[src/rtl/seven_seg_scan_driver.sv]
// Time-multiplexed hex seven-segment driver with dead-time, per-digit blanking and frame-coherent updates.
// Optional leading-zero suppression is built when SEVEN_SEG_LZ_SUPPRESS_EN is defined.
module seven_seg_scan_driver #(
    parameter int NUM_DIGITS   = 4,
    parameter int CLK_DIV      = 50000,
    parameter int DEAD_CYCLES  = 1,
    parameter int COMMON_ANODE = 0
) (
    input  logic                    clk,
    input  logic                    rst_n,
    input  logic [4*NUM_DIGITS-1:0] value,
    input  logic                    load,
    input  logic [NUM_DIGITS-1:0]   blank_mask,
    output logic [6:0]              seg,
    output logic [NUM_DIGITS-1:0]   an,
    output logic                    frame_start
);

    localparam int CNT_W = $clog2(CLK_DIV);
    localparam int IDX_W = (NUM_DIGITS > 1) ? $clog2(NUM_DIGITS) : 1;
    localparam logic [6:0]            SEG_OFF = (COMMON_ANODE != 0) ? 7'h7F : 7'h00;
    localparam logic [NUM_DIGITS-1:0] AN_OFF  = (COMMON_ANODE != 0) ? {NUM_DIGITS{1'b1}}
                                                                    : {NUM_DIGITS{1'b0}};

    function automatic logic [6:0] glyph(input logic [3:0] nib);
        // Bit order is {g, f, e, d, c, b, a}, active-high.
        case (nib)
            4'h0: glyph = 7'b0111111;
            4'h1: glyph = 7'b0000110;
            4'h2: glyph = 7'b1011011;
            4'h3: glyph = 7'b1001111;
            4'h4: glyph = 7'b1100110;
            4'h5: glyph = 7'b1101101;
            4'h6: glyph = 7'b1111101;
            4'h7: glyph = 7'b0000111;
            4'h8: glyph = 7'b1111111;
            4'h9: glyph = 7'b1101111;
            4'hA: glyph = 7'b1110111;
            4'hB: glyph = 7'b1111100;
            4'hC: glyph = 7'b0111001;
            4'hD: glyph = 7'b1011110;
            4'hE: glyph = 7'b1111001;
            default: glyph = 7'b1110001;
        endcase
    endfunction

    logic [CNT_W-1:0]        cnt_q, cnt_d;
    logic [IDX_W-1:0]        idx_q, idx_d;
    logic [4*NUM_DIGITS-1:0] pending_q, pending_d;
    logic                    pending_valid_q, pending_valid_d;
    logic [4*NUM_DIGITS-1:0] display_q, display_d;
    logic [6:0]              seg_q, seg_d;
    logic [NUM_DIGITS-1:0]   an_q, an_d;
    logic                    frame_start_q, frame_start_d;

    logic                    slot_end;
    logic                    frame_end;
    logic                    lz_dark;
    logic                    dark;
    logic [3:0]              nibble;
    logic [6:0]              seg_raw;
    logic [NUM_DIGITS-1:0]   an_raw;

    // Scan counters and the pending/display double buffer.
    // NOTE: every signal assigned here gets a default first, so no latch can be inferred.
    always_comb begin
        slot_end        = (cnt_q == CNT_W'(CLK_DIV - 1));
        frame_end       = slot_end && (idx_q == IDX_W'(NUM_DIGITS - 1));
        cnt_d           = slot_end ? '0 : cnt_q + 1'b1;
        idx_d           = idx_q;
        pending_d       = pending_q;
        pending_valid_d = pending_valid_q;
        display_d       = display_q;
        if (slot_end) begin
            idx_d = (idx_q == IDX_W'(NUM_DIGITS - 1)) ? '0 : idx_q + 1'b1;
        end
        if (frame_end) begin
            // A load landing exactly on the boundary bypasses pending so it is not lost.
            if (load) begin
                display_d = value;
            end else if (pending_valid_q) begin
                display_d = pending_q;
            end
            pending_valid_d = 1'b0;
        end else if (load) begin
            pending_d       = value;
            pending_valid_d = 1'b1;
        end
    end

`ifdef SEVEN_SEG_LZ_SUPPRESS_EN
    logic hi_zero;

    always_comb begin
        hi_zero = 1'b1;
        for (int k = 0; k < NUM_DIGITS; k++) begin
            if (k >= int'(idx_q) && display_q[4*k +: 4] != 4'h0) begin
                hi_zero = 1'b0;
            end
        end
        lz_dark = (idx_q != '0) && hi_zero;
    end
`else
    assign lz_dark = 1'b0;
`endif

    // Output decode from the current (cnt, idx); registered below, so it appears one cycle later.
    always_comb begin
        nibble        = display_q[4*idx_q +: 4];
        dark          = (cnt_q < CNT_W'(DEAD_CYCLES)) || blank_mask[idx_q] || lz_dark;
        seg_raw       = dark ? 7'h00 : glyph(nibble);
        an_raw        = dark ? '0 : (NUM_DIGITS'(1) << idx_q);
        seg_d         = (COMMON_ANODE != 0) ? ~seg_raw : seg_raw;
        an_d          = (COMMON_ANODE != 0) ? ~an_raw : an_raw;
        frame_start_d = (cnt_q == '0) && (idx_q == '0);
    end

    // NOTE: reset is synchronous and sampled only on the clock edge; all state uses non-blocking assignment.
    always_ff @(posedge clk) begin
        if (!rst_n) begin
            cnt_q           <= '0;
            idx_q           <= '0;
            pending_q       <= '0;
            pending_valid_q <= 1'b0;
            display_q       <= '0;
            seg_q           <= SEG_OFF;
            an_q            <= AN_OFF;
            frame_start_q   <= 1'b0;
        end else begin
            cnt_q           <= cnt_d;
            idx_q           <= idx_d;
            pending_q       <= pending_d;
            pending_valid_q <= pending_valid_d;
            display_q       <= display_d;
            seg_q           <= seg_d;
            an_q            <= an_d;
            frame_start_q   <= frame_start_d;
        end
    end

    assign seg         = seg_q;
    assign an          = an_q;
    assign frame_start = frame_start_q;

endmodule
[config.mk]
export PLATFORM = sky130hd
export DESIGN_NAME = seven_seg_scan_driver
export DESIGN_NICKNAME = d
export VERILOG_FILES = /design/src/rtl/seven_seg_scan_driver.sv
export SDC_FILE = /design/constraint.sdc
export NUM_CORES = 1
export LEC_CHECK = 0
export CAP_MARGIN = 30
export CORE_MARGIN = 3
export CORE_UTILIZATION = 29
export DETAILED_ROUTE_END_ITERATION = 8
export PLACE_DENSITY_LB_ADDON = 0.3
export REMOVE_ABC_BUFFERS = 1
export SLEW_MARGIN = 20
export SYNTH_ARGS = -nofsm -noshare
export SYNTH_HDL_FRONTEND = slang
export SYNTH_SLANG_ARGS = --single-unit
export TNS_END_PERCENT = 20
[constraint.sdc]
create_clock -name clk -period 3.6 [get_ports clk]
set_input_delay 1.08 -clock clk [delete_from_list [all_inputs] [get_ports clk]]
set_output_delay 1.08 -clock clk [all_outputs]
set_load 0.05 [all_outputs]
==> key figures <==
Run status
  • Outcome: complete, no violations

Power and ir drop
  • Int Pwr: about 1.2 mW
  • Leakage: 1.608 nW
  • Combinational share of power: 0.090
  • Switching Power: 349.9 µW
  • PD cells: 394.4 nW/µm²
  • Peak supply drop: 0.1676 mV
  • Clock power frac: 0.426
  • Power Total: 1.504 mW
  • Sw Share: 0.2327
  • Sequential Power Share: 0.484

Layout
  • Final core occ: 0.3644
  • P&R area growth vs syn: 20.29%
  • Multi-input logic area: 1739 µm²
  • FF/Latch Area: 1261 µm²
  • FILL cells: 1096
  • Antenna cells: 0
  • Nets: 394
  • Layout cells sized above 1: 0.09863

Critical path
  • Arrival time worst endpoint: 2.89 ns
  • Setup crit start kind: input pin
  • Crit. path cell count: 6
  • CP Data Required Time: 3.88 ns
  • Worst path most repeated cell: buf_4
  • CP startpoint: load
  • Largest stage delay on the critical path: 0.57 ns
  • R2R depth: 5
  • WP buf/inv: 3
  • Worst r2r dst: display_q[0]
  • Worst-path maximum fanout: 17
  • CP endpoint kind: flip-flop
  • Delay-heaviest family, CP: buffers and inverters
  • Crit path capture: display_q[0]
  • Crit Path Class: input pin to flip-flop
  • R2r setup slk: 1.38 ns
  • RR Startpoint: idx_q[1]
  • Crit path cell chain: clkdlybuf4s50_1, buf_4, o21a_1, buf_4, and3_1, o211a_1
  • CP max stage cell: and3_1

GRT
  • Remaining global-route overflow: 0
  • Initial antenna violation count: 0
  • Vias in the first global route: roughly 2300
  • Global-route wire length before repair: about 11000 µm
  • GRT Overall Usage: 0.1132
  • Largest net degree at the start of global routing: 55

Detailed routing
  • WL/cell: 13.27 µm
  • Initial DRT Pass Iterations: 5
  • Via count: between 2000 and 2500
  • 1st-iter DRT viols: 117
  • Drt drc: 0
  • Via density: approximately 4.8
  • Post-Route WL: 6648 µm
  • Antenna Nets Post-Route: 0

Synthesis
  • Synth Flop Type: dfxtp_1
  • Seq/Total Area, Yosys: 0.3979
  • Post-synth top area share: 0.3979
  • Post-synthesis register bit count: 63
  • FFs w/ async S/R, synth: 0
  • Cell area after synthesis: 3169 µm²
  • Synth Instances: 329
  • Synth top area cells: dfxtp_1, mux2i_1, o211a_1
  • Synth Area per Inst: about 9.6 µm²
  • Library cells used by synthesis: 43
  • Leading cell types by count after synthesis: dfxtp_1, mux2i_1, nand2_1
  • Yosys warns: 0
  • Most frequent cell after synthesis: dfxtp_1
  • Post-synth EDFFs: 0
  • Post-synth top area cell: dfxtp_1

Die
  • Rows: 37
  • Core footprint: 10460 µm²
  • Die height: 110.5 µm
  • Die width: about 110 µm
  • Die footprint: 12220 µm²
  • Initial core utilization: 0.3029
  • # IOs: 35

Clock network
  • Setup bufs post-CTS: 0
  • TritonCTS Sinks: 63
  • Reg clk slew, reported paths: 0.07 ns
  • Post-CTS sizing: 0
  • TritonCTS clock tree: built
  • CTS HTree Levels: 3
  • Longest Clk Path Bufs: 2
  • Skew-Pair Late Insertion Delay: between 0.3 and 0.4 ns
  • Cts bufs inserted: 9
  • Cts hold-fix bufs: 0
  • CTS root buffer: clkbuf_8

STA
  • Layout Skew: 0.007249 ns
  • FMAX: 0.3835 GHz
  • RSZ-0062 raised after global routing: no
  • Crit path time final: 2.608 ns
  • Final Cycle Share: 0.7244
  • Final setup violation count: 0
  • Slew @ Worst Pin: 0.7376 ns
  • Final Hold Viols: 0
  • Max Slew Vio Count: 0
  • Setup_tns: 0 ns
  • Max-slew headroom: 0.5083

Placed design
  • I/O Buffers: 34
  • Placer congestion estimate: approximately 0.82
  • HPWL Detailed: 4771 µm

Worst hold path
  • Hold crit path type: flip-flop to flip-flop

Run
  • Max-Cap Viols: 0
## tightest hold or removal path, stage by stage (launching register included)
cell and delay, ns:
dfxtp_1 0.31, nand2_1 0.05, mux2i_1 0.05
## per-stage QoR
stage | setup slack [ns] | hold slack [ns] | std cells | area, µm²
2_1_floorplan | 1.480 | 0.4341 | 308 | 3045
3_3_place_gp | 0.6891 | 0.4419 | 485 | 3603
3_5_place_dp | 0.6339 | 0.4460 | 485 | 3603
4_1_cts | 0.9979 | 0.4605 | 501 | 3812
5_1_grt | 0.8598 | 0.4749 | 501 | 3812
6_report | 0.9923 | 0.4573 | 501 | 3812
## power groups by stage
stage	registers, mW	clock network, mW	logic (mW)
floorplan	0.765	0	0.0484
global placement	0.744	0	0.135
detailed placement	0.744	0	0.137
CTS	0.728	0.662	0.137
global route	0.730	0.687	0.148
finish	0.728	0.640	0.135
## routing by layer
layer | up-vias | GRT usage | share of wire
met5 | - | 0 | 0
met3 | 9 | 0.02356 | 0.035
met2 | 53 | 0.1667 | 0.43
met1 | 1109 | 0.1502 | 0.51
li1 | 1236 | - | -
met4 | 0 | 0.07061 | 0.026
## cell usage in the layout (no fill, tap or decap), types with 12 or more instances in the layout
| cell | count |
|---|---|
| nand4_1 | 20 |
| inv_1 | 12 |
| nor2_1 | 26 |
| xnor2_1 | 14 |
| mux2i_1 | 40 |
| nand2_1 | 38 |
| dfxtp_1 | 63 |
| o211a_1 | 16 |
| clkdlybuf4s50_1 | 33 |
| clkbuf_8 | 12 |
## sequential cells by signal, summed over array words and instances, names as in the netlist
| register | flops |
|---|---|
| an | 4 |
| cnt_q | 16 |
| display_q | 16 |
| frame_start | 1 |
| idx_q | 2 |
| pending_q | 16 |
| pending_valid_q | 1 |
| seg | 7 |
## area by class of cell
| type | count | share of cell area |
|---|---|---|
| well taps | 136 | 0.04463 |
| clock inverters | 3 | 0.01050 |
| inverters | 12 | 0.01181 |
| clock buffers | 13 | 0.04431 |
| flip-flops and latches | 63 | 0.3308 |
| repair buffers | 41 | 0.1017 |
| multi-input cells | 233 | 0.4562 |
## worst min-delay path by stage
stage | from | to | slack [ns] | cells after the start
finish | pending_q[9] | pending_q[9] | 0.46 | 2
CTS | pending_q[2] | pending_q[2] | 0.46 | 2
floorplan | pending_q[0] | pending_q[0] | 0.43 | 2
global placement | pending_q[9] | pending_q[9] | 0.44 | 2
global route | pending_q[12] | pending_q[12] | 0.47 | 2
detailed placement | pending_q[2] | pending_q[2] | 0.45 | 2
## kinds of logic after synthesis
logic type,Yosys count,share of synthesized area
AND/OR/NAND/NOR,119,0.1891
flip-flops,63,0.3979
multiplexers,46,0.1619
AO/OA/AOI/OAI,41,0.1101
buffers and inverters,33,0.05330
XOR/XNOR,16,0.04422
adder cells (fa/ha/maj),11,0.04343
No activity file was read; power rests on OpenSTA's default activity.
